$ cat config.mk
export PLATFORM = sky130hd
export DESIGN_NAME = mem_arbiter
export DESIGN_NICKNAME = d
export VERILOG_FILES = /design/src/rtl/mem_arb_pkg.sv /design/src/rtl/mem_arb_timer.sv /design/src/rtl/mem_arbiter.sv
export SDC_FILE = /design/constraint.sdc
export NUM_CORES = 1
export LEC_CHECK = 0
export BUFFER_PORTS_ARGS = -buffer_cell sky130_fd_sc_hd__buf_2
export CAP_MARGIN = 20
export CORE_MARGIN = 2
export CORE_UTILIZATION = 40
export CTS_BUF_LIST = sky130_fd_sc_hd__clkbuf_2
export DETAILED_ROUTE_END_ITERATION = 7
export GPL_TIMING_DRIVEN = 1
export PLACE_DENSITY = 0.79
export SYNTH_ARGS = -nofsm -noshare
export SYNTH_HDL_FRONTEND = slang
export SYNTH_SLANG_ARGS = --single-unit
$ cat constraint.sdc
create_clock -name i_clk -period 1.9 [get_ports i_clk]
set_input_delay 0.095 -clock i_clk [delete_from_list [all_inputs] [get_ports i_clk]]
set_output_delay 0.095 -clock i_clk [all_outputs]
set_load 0.02 [all_outputs]
$ cat src/rtl/mem_arb_pkg.sv
// Shared definitions for the memory arbiter: FSM encoding, default timeout
// and the dmem-streak limit that triggers the imem starvation guard.
package mem_arb_pkg;

  typedef enum logic [1:0] {
    IDLE    = 2'd0,
    GRANT_I = 2'd1,
    GRANT_D = 2'd2
  } arb_state_e;

  localparam int         TIMEOUT_DEFAULT = 16;
  localparam logic [2:0] STARVE_LIMIT    = 3'd4;

endpackage

$ cat src/rtl/mem_arb_timer.sv
// Grant-cycle counter: start arms it at the grant edge, clear disarms it, and
// expired is high during the TIMEOUT-th cycle of an armed grant.
module mem_arb_timer #(
  parameter int TIMEOUT = 16
) (
  input  logic clk_i,
  input  logic rst_i,
  input  logic start_i,
  input  logic clear_i,
  output logic expired_o
);

  localparam int CW = $clog2(TIMEOUT + 1);

  logic [CW-1:0] cnt_q, cnt_d;
  logic          run_q, run_d;

  always_comb begin
    run_d = run_q;
    cnt_d = cnt_q;
    if (clear_i) begin
      run_d = 1'b0;
      cnt_d = '0;
    end else if (start_i) begin
      run_d = 1'b1;
      cnt_d = '0;
    end else if (run_q) begin
      cnt_d = cnt_q + CW'(1);
    end
  end

  always_ff @(posedge clk_i) begin
    if (rst_i) begin
      run_q <= 1'b0;
      cnt_q <= '0;
    end else begin
      run_q <= run_d;
      cnt_q <= cnt_d;
    end
  end

  // cnt_q holds the number of grant cycles already completed.
  assign expired_o = run_q && (cnt_q == CW'(TIMEOUT - 1));

endmodule

$ cat src/rtl/mem_arbiter.sv
// Two-master (fetch/data) arbiter in front of a single shared memory port,
// with dmem priority, an imem starvation guard and a completion timeout.
module mem_arbiter
  import mem_arb_pkg::*;
#(
  parameter int TIMEOUT = TIMEOUT_DEFAULT
) (
  input  logic        i_clk,
  input  logic        i_rst,
  input  logic        i_imem_req,
  input  logic [31:0] i_imem_addr,
  output logic        o_imem_ready,
  output logic [31:0] o_imem_rdata,
  input  logic        i_dmem_req,
  input  logic        i_dmem_wen,
  input  logic [31:0] i_dmem_addr,
  input  logic [31:0] i_dmem_wdata,
  input  logic [3:0]  i_dmem_mask,
  output logic        o_dmem_ready,
  output logic [31:0] o_dmem_rdata,
  output logic        o_err,
  output logic        o_mem_ren,
  output logic        o_mem_wen,
  output logic [31:0] o_mem_addr,
  output logic [31:0] o_mem_wdata,
  output logic [3:0]  o_mem_mask,
  input  logic        i_mem_valid,
  input  logic [31:0] i_mem_rdata
);

  arb_state_e  state_q, state_d;
  logic [31:0] addr_q, addr_d;
  logic [31:0] wdata_q, wdata_d;
  logic [3:0]  mask_q, mask_d;
  logic        wen_q, wen_d;
  logic [31:0] irdata_q, irdata_d;
  logic [31:0] drdata_q, drdata_d;
  logic        iready_q, iready_d;
  logic        dready_q, dready_d;
  logic        err_q, err_d;
  logic [2:0]  streak_q, streak_d;
  logic        tmr_start, tmr_clear, tmr_expired;
  logic        starve;

  mem_arb_timer #(.TIMEOUT(TIMEOUT)) u_timer (
    .clk_i     (i_clk),
    .rst_i     (i_rst),
    .start_i   (tmr_start),
    .clear_i   (tmr_clear),
    .expired_o (tmr_expired)
  );

  // streak_q counts consecutive dmem grants taken while imem was waiting.
  assign starve = i_imem_req && (streak_q >= STARVE_LIMIT);

  always_comb begin
    state_d   = state_q;
    addr_d    = addr_q;
    wdata_d   = wdata_q;
    mask_d    = mask_q;
    wen_d     = wen_q;
    irdata_d  = irdata_q;
    drdata_d  = drdata_q;
    iready_d  = 1'b0;
    dready_d  = 1'b0;
    err_d     = 1'b0;
    streak_d  = streak_q;
    tmr_start = 1'b0;
    tmr_clear = 1'b0;
    case (state_q)
      IDLE: begin
        if (i_dmem_req && !starve) begin
          state_d   = GRANT_D;
          addr_d    = i_dmem_addr;
          wdata_d   = i_dmem_wdata;
          mask_d    = i_dmem_mask;
          wen_d     = i_dmem_wen;
          tmr_start = 1'b1;
          streak_d  = i_imem_req ? streak_q + 3'd1 : 3'd0;
        end else if (i_imem_req) begin
          state_d   = GRANT_I;
          addr_d    = i_imem_addr;
          wdata_d   = '0;
          mask_d    = 4'b1111;
          wen_d     = 1'b0;
          tmr_start = 1'b1;
          streak_d  = 3'd0;
        end
      end
      GRANT_I, GRANT_D: begin
        // A completion in the final allowed cycle still wins over the timeout.
        if (i_mem_valid) begin
          state_d   = IDLE;
          tmr_clear = 1'b1;
          if (state_q == GRANT_I) begin
            iready_d = 1'b1;
            irdata_d = i_mem_rdata;
          end else begin
            dready_d = 1'b1;
            if (!wen_q) drdata_d = i_mem_rdata;
          end
        end else if (tmr_expired) begin
          state_d   = IDLE;
          tmr_clear = 1'b1;
          err_d     = 1'b1;
          if (state_q == GRANT_I) iready_d = 1'b1;
          else                    dready_d = 1'b1;
        end
      end
      default: state_d = IDLE;
    endcase
  end

  always_ff @(posedge i_clk) begin
    if (i_rst) begin
      state_q  <= IDLE;
      addr_q   <= '0;
      wdata_q  <= '0;
      mask_q   <= '0;
      wen_q    <= 1'b0;
      irdata_q <= '0;
      drdata_q <= '0;
      iready_q <= 1'b0;
      dready_q <= 1'b0;
      err_q    <= 1'b0;
      streak_q <= '0;
    end else begin
      state_q  <= state_d;
      addr_q   <= addr_d;
      wdata_q  <= wdata_d;
      mask_q   <= mask_d;
      wen_q    <= wen_d;
      irdata_q <= irdata_d;
      drdata_q <= drdata_d;
      iready_q <= iready_d;
      dready_q <= dready_d;
      err_q    <= err_d;
      streak_q <= streak_d;
    end
  end

  assign o_mem_ren    = (state_q != IDLE) && !wen_q;
  assign o_mem_wen    = (state_q != IDLE) && wen_q;
  assign o_mem_addr   = addr_q & 32'hFFFF_FFFC;
  assign o_mem_wdata  = wdata_q;
  assign o_mem_mask   = mask_q;
  assign o_imem_ready = iready_q;
  assign o_imem_rdata = irdata_q;
  assign o_dmem_ready = dready_q;
  assign o_dmem_rdata = drdata_q;
  assign o_err        = err_q;

endmodule

Word level (Yosys, flattened, before mapping)
Cells that the tools add are included.

Bits in registers: 147. Bits of input ports: 138. Output and inout port bits: 137. Word-level logic and storage cells: 71.

Add/sub/neg operators: 2. Magnitude comparators: 1. Eq/ne operators: 5. Muxes and demuxes: 28. Bitwise operators: 3. Reductions and logical operators: 19.

Operators with widths (number): $mux 32 (4); $mux 1 (14); $mux 3 (3); $mux 2 (4); $mux 4 (2); $ne 3x3->1 const B (2); $reduce_or 2->1 (3); $reduce_or 3->1 (2); $add 5x1->5 const B (1); $eq 5x4->1 const B (1); $logic_and 1x1->1 (5); $pmux 2 s2 (1); $reduce_and 2->1 (2); $reduce_and 4->1 (1); $reduce_bool 2->1 (2); $add 3x1->3 const B (1); $ge 3x3->1 const B (1); $not 1->1 (3); $reduce_and 3->1 (1); $eq 2x1->1 const B (1); $eq 2x2->1 const B (1); $logic_not 1->1 (2); $logic_not 2->1 (1).

Longest topological paths before layout
Gate-level depths: netlist (run 1).

Depth in word-level cells: 7. Mapped depth: 7. Gate-level depth less buffers: 6.

Hierarchy
Synthesis (run 1) repeated with hierarchy kept, for this count alone.

Cells, all modules: 601. Area, all modules: 5529.1 um^2.

Modules (own cells, without submodules): mem_arbiter (instances 1, cells an instance 573, area an instance 5242.5 um^2, sequential area each 2782.7 um^2); mem_arb_timer (instances 1, cells an instance 28, area an instance 286.5 um^2, sequential area each 120.1 um^2).

Worst setup path before layout (run 1)
OpenSTA, ideal clock, no wires.

Kind: register to register. Start point: register u_timer.cnt_q[0]. End point: register u_timer.cnt_q[4]. Library setup time: 0.079 ns. Arrival time: 1.460 ns. Required time: 1.821 ns. Setup slack: 0.361 ns. Cell stages (with the launch flop): 7. Path buffers: 0. Period minus slack after synthesis: 1.539 ns. Cell sequence: dfxtp_1 > ha_1 > and3_1 > ha_1 > a21oi_2 > o211ai_2 > a211oi_2.

Cells in the longest elaborated chain, start to end: 6. Elaborated cells on any way between the ends: 7. Those cells by class: add/sub (1); eq/ne (1); mux (3); reduce/logical (2).

Ends and longest elaborated chain: from (decl) (RTL line mem_arb_timer.sv:15) `logic [CW-1:0] cnt_q, cnt_d;`; from (signal assigned) (RTL line mem_arb_timer.sv:38) `cnt_q <= cnt_d;`; $eq 5x4->1 (RTL line mem_arb_timer.sv:43) `assign expired_o = run_q && (cnt_q == CW'(TIMEOUT - 1));`; $logic_and 1x1->1 (RTL line mem_arb_timer.sv:43); $mux 1 (RTL line mem_arbiter.sv:102) `end else if (tmr_expired) begin`; $mux 1 (RTL line mem_arbiter.sv:92) `if (i_mem_valid) begin`; $mux 1 (RTL line mem_arbiter.sv:70) `case (state_q)`; $reduce_or 3->1 (no line).

Several ways; a longest one is shown, not always the timed one. A chain may end at the register's enable or synchronous reset.

Final worst setup path (run 1)
Ends and elaborated chain as after synthesis.

==> results of run 1 <==
==> worst min-delay path, delay by kind of cell <==
| family | cells | cell delay (ns) |
|---|---|---|
| buffers and inverters | 2 | 0.66 |
| AO/OA/AOI/OAI | 1 | 0.05 |
| AND/OR/NAND/NOR | 1 | 0.04 |
==> cells in the final DEF, fill, tap and decap left out, types with 4 or more instances in the layout <==
cell type	netlist	final
a21oi_1	125	125
a32oi_1	33	33
buf_12	0	4
buf_2	24	265
buf_4	7	16
bufinv_16	0	5
clkbuf_2	0	18
dfxtp_1	145	143
dlygate4sd3_1	0	140
ha_1	5	4
inv_1	5	4
nand2_1	163	163
nor2_1	43	42
o21ai_0	31	31
o221a_1	4	4
==> final timing paths <==
kind / to / depth (start not counted) / slack, ns
max reg2reg: u_timer.cnt_q[4]$_SDFFE_PP0P_ / 6 / 0.15
min: addr_q[4]$_SDFFE_PP0P_ / 4 / 0.12
min reg2reg: o_imem_rdata[16]$_SDFFE_PP0P_ / 2 / 0.47
max: u_timer.cnt_q[4]$_SDFFE_PP0P_ / 6 / 0.15
==> Yosys cell counts <==
| cell | n |
|---|---|
| nand4bb_1 | 1 |
| inv_1 | 5 |
| nand4_1 | 1 |
| o21ai_0 | 31 |
| buf_2 | 24 |
| nand2_1 | 163 |
| nor3b_1 | 1 |
| and4bb_1 | 1 |
| a21o_1 | 1 |
| o21a_2 | 1 |
| nand2_2 | 1 |
| o221a_2 | 1 |
| nor2b_1 | 2 |
| dfxtp_1 | 145 |
| o21ai_2 | 1 |
| a211oi_2 | 1 |
| buf_6 | 6 |
| o32ai_1 | 1 |
| xnor2_1 | 1 |
| o211ai_2 | 1 |
| a21boi_1 | 1 |
| xor2_1 | 2 |
| and3_1 | 1 |
| ha_1 | 5 |
| a21oi_2 | 1 |
| a211oi_1 | 1 |
| buf_1 | 5 |
| a21oi_1 | 125 |
| a21bo_2 | 1 |
| nor2_1 | 43 |
| buf_4 | 7 |
| and4b_1 | 1 |
| conb_1 | 1 |
| mux2i_1 | 2 |
| and2_1 | 1 |
| nor3_1 | 2 |
| a22oi_1 | 3 |
| clkbuf_1 | 15 |
| a32oi_1 | 33 |
| o221a_1 | 4 |
==> power groups by stage <==
stage	logic [uW]	registers, uW	clock network [uW]
finish	1940	3450	2160
global route	2060	3470	2330
CTS	1830	3420	2200
detailed placement	1570	3480	0
global placement	1560	3480	0
floorplan	719	3750	0
==> stage by stage <==
stage | utilization (%) | hold WS (ns) | cells | total power, uW
after floorplan | - | 0.173 | 644 | 4470
after global placement | 51.9 | 0.337 | 1047 | 5030
after detailed placement | 51.9 | 0.340 | 1047 | 5060
after CTS | 64.9 | 0.0551 | 1220 | 7450
after global routing | 65.1 | 0.0367 | 1222 | 7870
final | 65.2 | 0.124 | 1223 | 7550
==> layer usage <==
metal | part of all wire [%] | up-vias | global-route usage, %
li1 | - | 2983 | -
met5 | 0 | - | 0
met2 | 50 | 438 | 49.2
met4 | 3.6 | 0 | 13.5
met3 | 8.2 | 83 | 7.69
met1 | 38 | 3024 | 30.4
==> flip-flops by register name (all words and copies together), names as in the netlist <==
register       cells
o_err              1
u_timer.cnt_q      5
wen_q              1
o_imem_rdata      32
o_dmem_rdata      32
u_timer.run_q      1
o_imem_ready       1
o_mem_wdata       32
o_dmem_ready       1
addr_q            30
streak_q           3
state_q            2
o_mem_mask         4
==> area by class of cell <==
type / instances / area [um^2] / share of cell area [%]
clock inverter: 14 / 210 / 2.43
antenna: 1 / 2.50 / 0.0289
sequential: 145 / 2910 / 33.5
clock buffer: 18 / 90.1 / 1.04
timing repair buffer: 427 / 2950 / 34.1
tap: 176 / 220 / 2.54
multi-input combinational: 437 / 2270 / 26.2
inverter: 5 / 18.8 / 0.217
==> timing repair <==
action | 4_1_cts | 5_1_grt
gates resized for setup | 7 | 8
pin swaps | 1 | 1
buffers inserted | 1 | 3
setup endpoints to repair | 2 | 2
hold buffers | 140 | 0
gates cloned | 0 | 0
endpoints found under the hold margin | 145 | 0
==> cells by family after synthesis <==
kind of cell | after synthesis
buffers and inverters | 62
adders and majority gates | 5
xor gates and xnor gates | 3
AOI/OAI and AO/OA | 207
muxes | 2
other | 1
and+or+nand+nor | 218
DFF | 145
==> summary.txt, run 1 <==
Power and ir drop
  • P_sw: 2460 uW
  • Sequential share of power: 45.7%
  • P_int: just over 5000 uW
  • Static leakage: between 0.003 and 0.004 uW
  • Switching Share: 32.5%
  • Power per cell area: 871 nW/um^2
  • Gate power share: 25.7%
  • Peak VDD IR: 0.000596 V
  • Clock group share of total power: 28.6%

Clock network
  • CTS tree: done
  • Clock latency on the worst-skew pair: around 0.71 ns
  • Number of buffers created by CTS: 17
  • CTS sink count: 145
  • Bufs on Longest Clock Path: 2
  • Clock Pin Slew Worst Setup and Hold Paths: 0.23 ns
  • Root Driver: clkbuf_2
  • H-tree depth: 4

STA
  • Tcrit/Tclk final: 92.3%
  • Final Skew: 0.0291 ns
  • Slew @ Worst Pin: 0.804 ns
  • Fin Setup TNS: 0 ns
  • Fmax: roughly 570 MHz
  • Slew HR: 46.2%
  • Number of setup violations in the final report: 0
  • Slew Viols, Final: 0
  • Final min period: approximately 1.8 ns
  • Final worst slack: about 0.15 ns
  • Final hold vios: 0
  • RSZ-0062 raised after global routing: no

Floorplanning
  • Die Ht: 121 um
  • # IOs: 275
  • Total die area: 14600 um^2
  • CORE AREA: 13300 um^2
  • Std cell rows: 42
  • Starting Density: 41.0%
  • Die width: 121 um

Synthesis
  • XOR/XNOR Fraction of Synth Area: 0.482%
  • Synthesized area per cell: 8.48 um^2
  • Synth top area cells: dfxtp_1 53%, a21oi_1 11%, nand2_1 11%, a32oi_1 5.3%, nor2_1 3.0%
  • Yosys Warn Count: 0
  • Largest family of logic cells by synthesized area: compound AO/OA/AOI/OAI gates
  • Share of the synthesized area in the top cell type: 53.2%
  • Proportion of synthesized area in mux cells: less than 1%
  • Yosys top cell by area: dfxtp_1
  • Simple-gate share of the synthesized area: 15.8%
  • Synth Register Bits: 145
  • Adder-Cell Fraction of Synth Area: 1.15%
  • Library cells used by synthesis: 40
  • Seq/Total Area, Yosys: 53.2%
  • Mapped Area: 5450 um^2
  • Cells after Synth: 643
  • Post-synthesis compound-gate area fraction: 22.8%

Critical path
  • CP top delay family: compound AO/OA/AOI/OAI gates
  • Setup crit start kind: flop
  • CP Data Required Time: 2.58 ns
  • Critical register-to-register path startpoint: u_timer.cnt_q[0]$_SDFFE_PP0P_
  • Critical Path AT: about 2.4 ns
  • Crit path from: u_timer.cnt_q[0]$_SDFFE_PP0P_
  • CP max-delay cell: dfxtp_1
  • Critical Path End Type: flop
  • CP cell instances: ha_1, and3_1, ha_1, a21oi_2, o211ai_2, a211oi_2
  • CP max FO: 6
  • WS Path Type: reg2reg
  • Largest stage delay, worst path: roughly 0.38 ns
  • Worst path bufs/invs: 0
  • Worst path most repeated cell: ha_1

Global route
  • Antenna violations before repair: 0
  • Gr usage total: 27.8%
  • Largest net degree at the start of global routing: roughly 100
  • Vias in the first global route: approximately 6500
  • Gr ovfl total: 0
  • First-pass GRT wire length: 32100 um

Worst hold path
  • Min-delay src: i_imem_addr[4]
  • Hold crit path type: in2reg

Placed design
  • Pre-CTS setup slack: 0.201 ns
  • Placer Congestion: 0.793
  • DP Area: 6890 um^2
  • Dpl hpwl: 11000 um
  • Buffers on Ports: between 200 and 300

Drt
  • DR iter-0 viols: ~530
  • Remaining DRCs: 0
  • DRT Wirelength: 20700 um
  • Antenna Nets Post-Route: 0
  • Number of vias per cell: 5.34
  • Vias: roughly 6500
  • Number of detailed-route iterations in the first pass: 5
  • Average wire per standard cell: 16.9 um

Cells and area
  • Area Overhead vs Synth: 58.9%
  • Cell area after layout: 8660 um^2
  • Share of layout cells above drive strength 1: 31.8%
  • Fillers: 980
  • Nets: 1176

Flow run
  • Max-Cap Viols: 0

Run status
  • Status: completed
No activity file was read; power rests on OpenSTA's default activity.
==> inputs of run 2 (changes only) <==
SETUP_SLACK_MARGIN = 0.15   (was default)
==> run 2 against run 1 <==
Worst hold slack got worse by 0.017 ns. Sequential power barely moved. Register-to-register slack improved by 0.06 ns. Final cell count rose by 0.16%. Combinational power barely moved. Critical path type is now reg2out. Largest cell class unchanged. Global-route usage rose by 0.23 points. First-iteration DRC count fell by 2.1%. Largest power group unchanged.
==> summary.txt, run 2 (same netlist as run 1, synthesis figures left out) <==
STA
  • Final min period: roughly 1.8 ns
  • Number of setup violations in the final report: 0
  • Final Skew: 0.0260 ns
  • Slew @ Worst Pin: 0.779 ns
  • RSZ-0062 raised after global routing: yes
  • Tcrit/Tclk final: between 90% and 100%
  • Final hold vios: 0
  • Slew Viols, Final: 0
  • Fin Setup TNS: 0 ns
  • Fmax: 558 MHz
  • Slew HR: 47.9%

Power and ir drop
  • P_sw: 2470 uW
  • Peak VDD IR: 0.000584 V
  • Gate power share: 25.7%
  • Static leakage: 0.00393 uW
  • Sequential share of power: 45.6%
  • Switching Share: 32.6%
  • Clock group share of total power: between 20% and 30%
  • Power per cell area: 870 nW/um^2
  • P_int: ~5100 uW

Drt
  • Remaining DRCs: 0
  • Antenna Nets Post-Route: 0
  • Number of detailed-route iterations in the first pass: 6
  • DRT Wirelength: 20900 um
  • Average wire per standard cell: approximately 17 um
  • DR iter-0 viols: 518
  • Number of vias per cell: roughly 5.3
  • Vias: roughly 6500

Global route
  • Gr usage total: 28.0%
  • First-pass GRT wire length: about 32000 um
  • Gr ovfl total: 0
  • Largest net degree at the start of global routing: 103
  • Vias in the first global route: 6489
  • Antenna violations before repair: 0

Critical path
  • CP Data Required Time: about 1.8 ns
  • Flop-to-flop setup slack: 0.21 ns
  • Critical register-to-register path startpoint: state_q[0]$_SDFFE_PP0P_
  • Critical Path End Type: output port
  • CP max FO: 4
  • Setup crit start kind: flop
  • Critical Path AT: 1.70 ns
  • WS Path Type: reg2out
  • Worst Reg-to-Reg Cells: 8
  • R2R Path End: addr_q[11]$_SDFFE_PP0P_

Clock network
  • CTS sink count: 145
  • Clock Pin Slew Worst Setup and Hold Paths: between 0.2 and 0.25 ns
  • Root Driver: clkbuf_2
  • Clock latency on the worst-skew pair: 0.73 ns
  • Bufs on Longest Clock Path: 2
  • H-tree depth: 4
  • CTS tree: done
  • Number of buffers created by CTS: 17

Cells and area
  • Area Overhead vs Synth: 59.5%
  • Leading cell type in the layout, fill and taps excluded: buf_2
  • Nets: around 1200
  • Commonest cells after routing, fill and taps aside: 265 x buf_2, 163 x nand2_1, 143 x dfxtp_1, 140 x dlygate4sd3_1, 125 x a21oi_1
  • Share of layout cells above drive strength 1: 32.1%
  • Non-filler cells, final: 1225

Run status
  • Status: completed

Flow run
  • Max-Cap Viols: 0

Floorplanning
  • CORE AREA: ~13000 um^2
  • # IOs: roughly 280
  • Std cell rows: 42
  • Die width: roughly 120 um
  • Total die area: between 10000 and 15000 um^2
  • Starting Density: 41.0%
  • Die Ht: 121 um

Worst hold path
  • Hold endpoint: addr_q[4]$_SDFFE_PP0P_
  • Min-delay src: i_imem_addr[4]
  • Hold crit path type: in2reg
  • Hold depth: 4

Placed design
  • Inst Count DP: ~1000
  • Buffers on Ports: 268
  • Dpl hpwl: 11000 um
  • Placer Congestion: 0.793
[run 2: power groups by stage]
stage                     clock, uW  combinational (uW)  sequential [uW]
after floorplan                   0                 719             3750
after CTS                      2200                1850             3430
after global placement            0                1560             3480
final                          2170                1950             3450
after global routing           2340                2070             3480
after detailed placement          0                1570             3480
[run 2: metal layers]
layer  share of wire [%]  up-vias  track usage, %
met5                   0        -               0
met4                 4.2        0            13.6
met3                 8.5       88            7.97
met2                  50      411            49.6
met1                  37     3011            30.6
li1                    -     2983               -
[run 2: area by class of cell]
type	count	area, um^2
fillers	975	4600
repair buffers	429	2970
flip-flops and latches	145	2910
multi-input cells	437	2270
well taps	176	220
clock inverters	14	210
clock buffers	18	90.1
inverters	5	18.8
diodes	1	2.50
[run 2: worst max-delay path, stage by stage (launching register included)]
cell	delay [ns]
dfxtp_2	0.38
inv_2	0.05
ha_4	0.16
buf_8	0.13
nor2_2	0.10
buf_4	0.15
[run 2: metrics by stage]
step                      cell area [um^2]  setup slack (ns)  hold slack (ns)  util, %  total power, uW
final                                 8690             0.107            0.107     65.4             7560
after global routing                  8690           -0.0249           0.0301     65.4             7890
after CTS                             8650            0.0666           0.0551     65.1             7480
after detailed placement              6890             0.201            0.340     51.9             5060
after global placement                6890             0.229            0.337     51.9             5030
after floorplan                       5460             0.361            0.173        -             4470
[run 2: worst max path at each step]
| stage | start | end | slack [ns] | depth (start not counted) |
|---|---|---|---|---|
| after floorplan | u_timer.cnt_q[0]$_SDFFE_PP0P_ | u_timer.cnt_q[4]$_SDFFE_PP0P_ | 0.36 | 6 |
| after global placement | u_timer.cnt_q[0]$_SDFFE_PP0P_ | u_timer.cnt_q[4]$_SDFFE_PP0P_ | 0.23 | 6 |
| after detailed placement | u_timer.cnt_q[0]$_SDFFE_PP0P_ | u_timer.cnt_q[4]$_SDFFE_PP0P_ | 0.20 | 6 |
| after CTS | state_q[0]$_SDFFE_PP0P_ | o_mem_wen | 0.07 | 5 |
| after global routing | state_q[1]$_SDFFE_PP0P_ | o_mem_ren | -0.02 | 5 |
| final | state_q[0]$_SDFFE_PP0P_ | o_mem_ren | 0.11 | 5 |
[run 2: repair_timing]
action                                 4_1_cts  5_1_grt
setup buffers                                4        1
endpoints found under the hold margin      145        0
setup endpoints to repair                    2       10
gates resized for setup                     10        6
cloned                                       0        0
hold buffers                               140        0
pin swaps                                    1        1
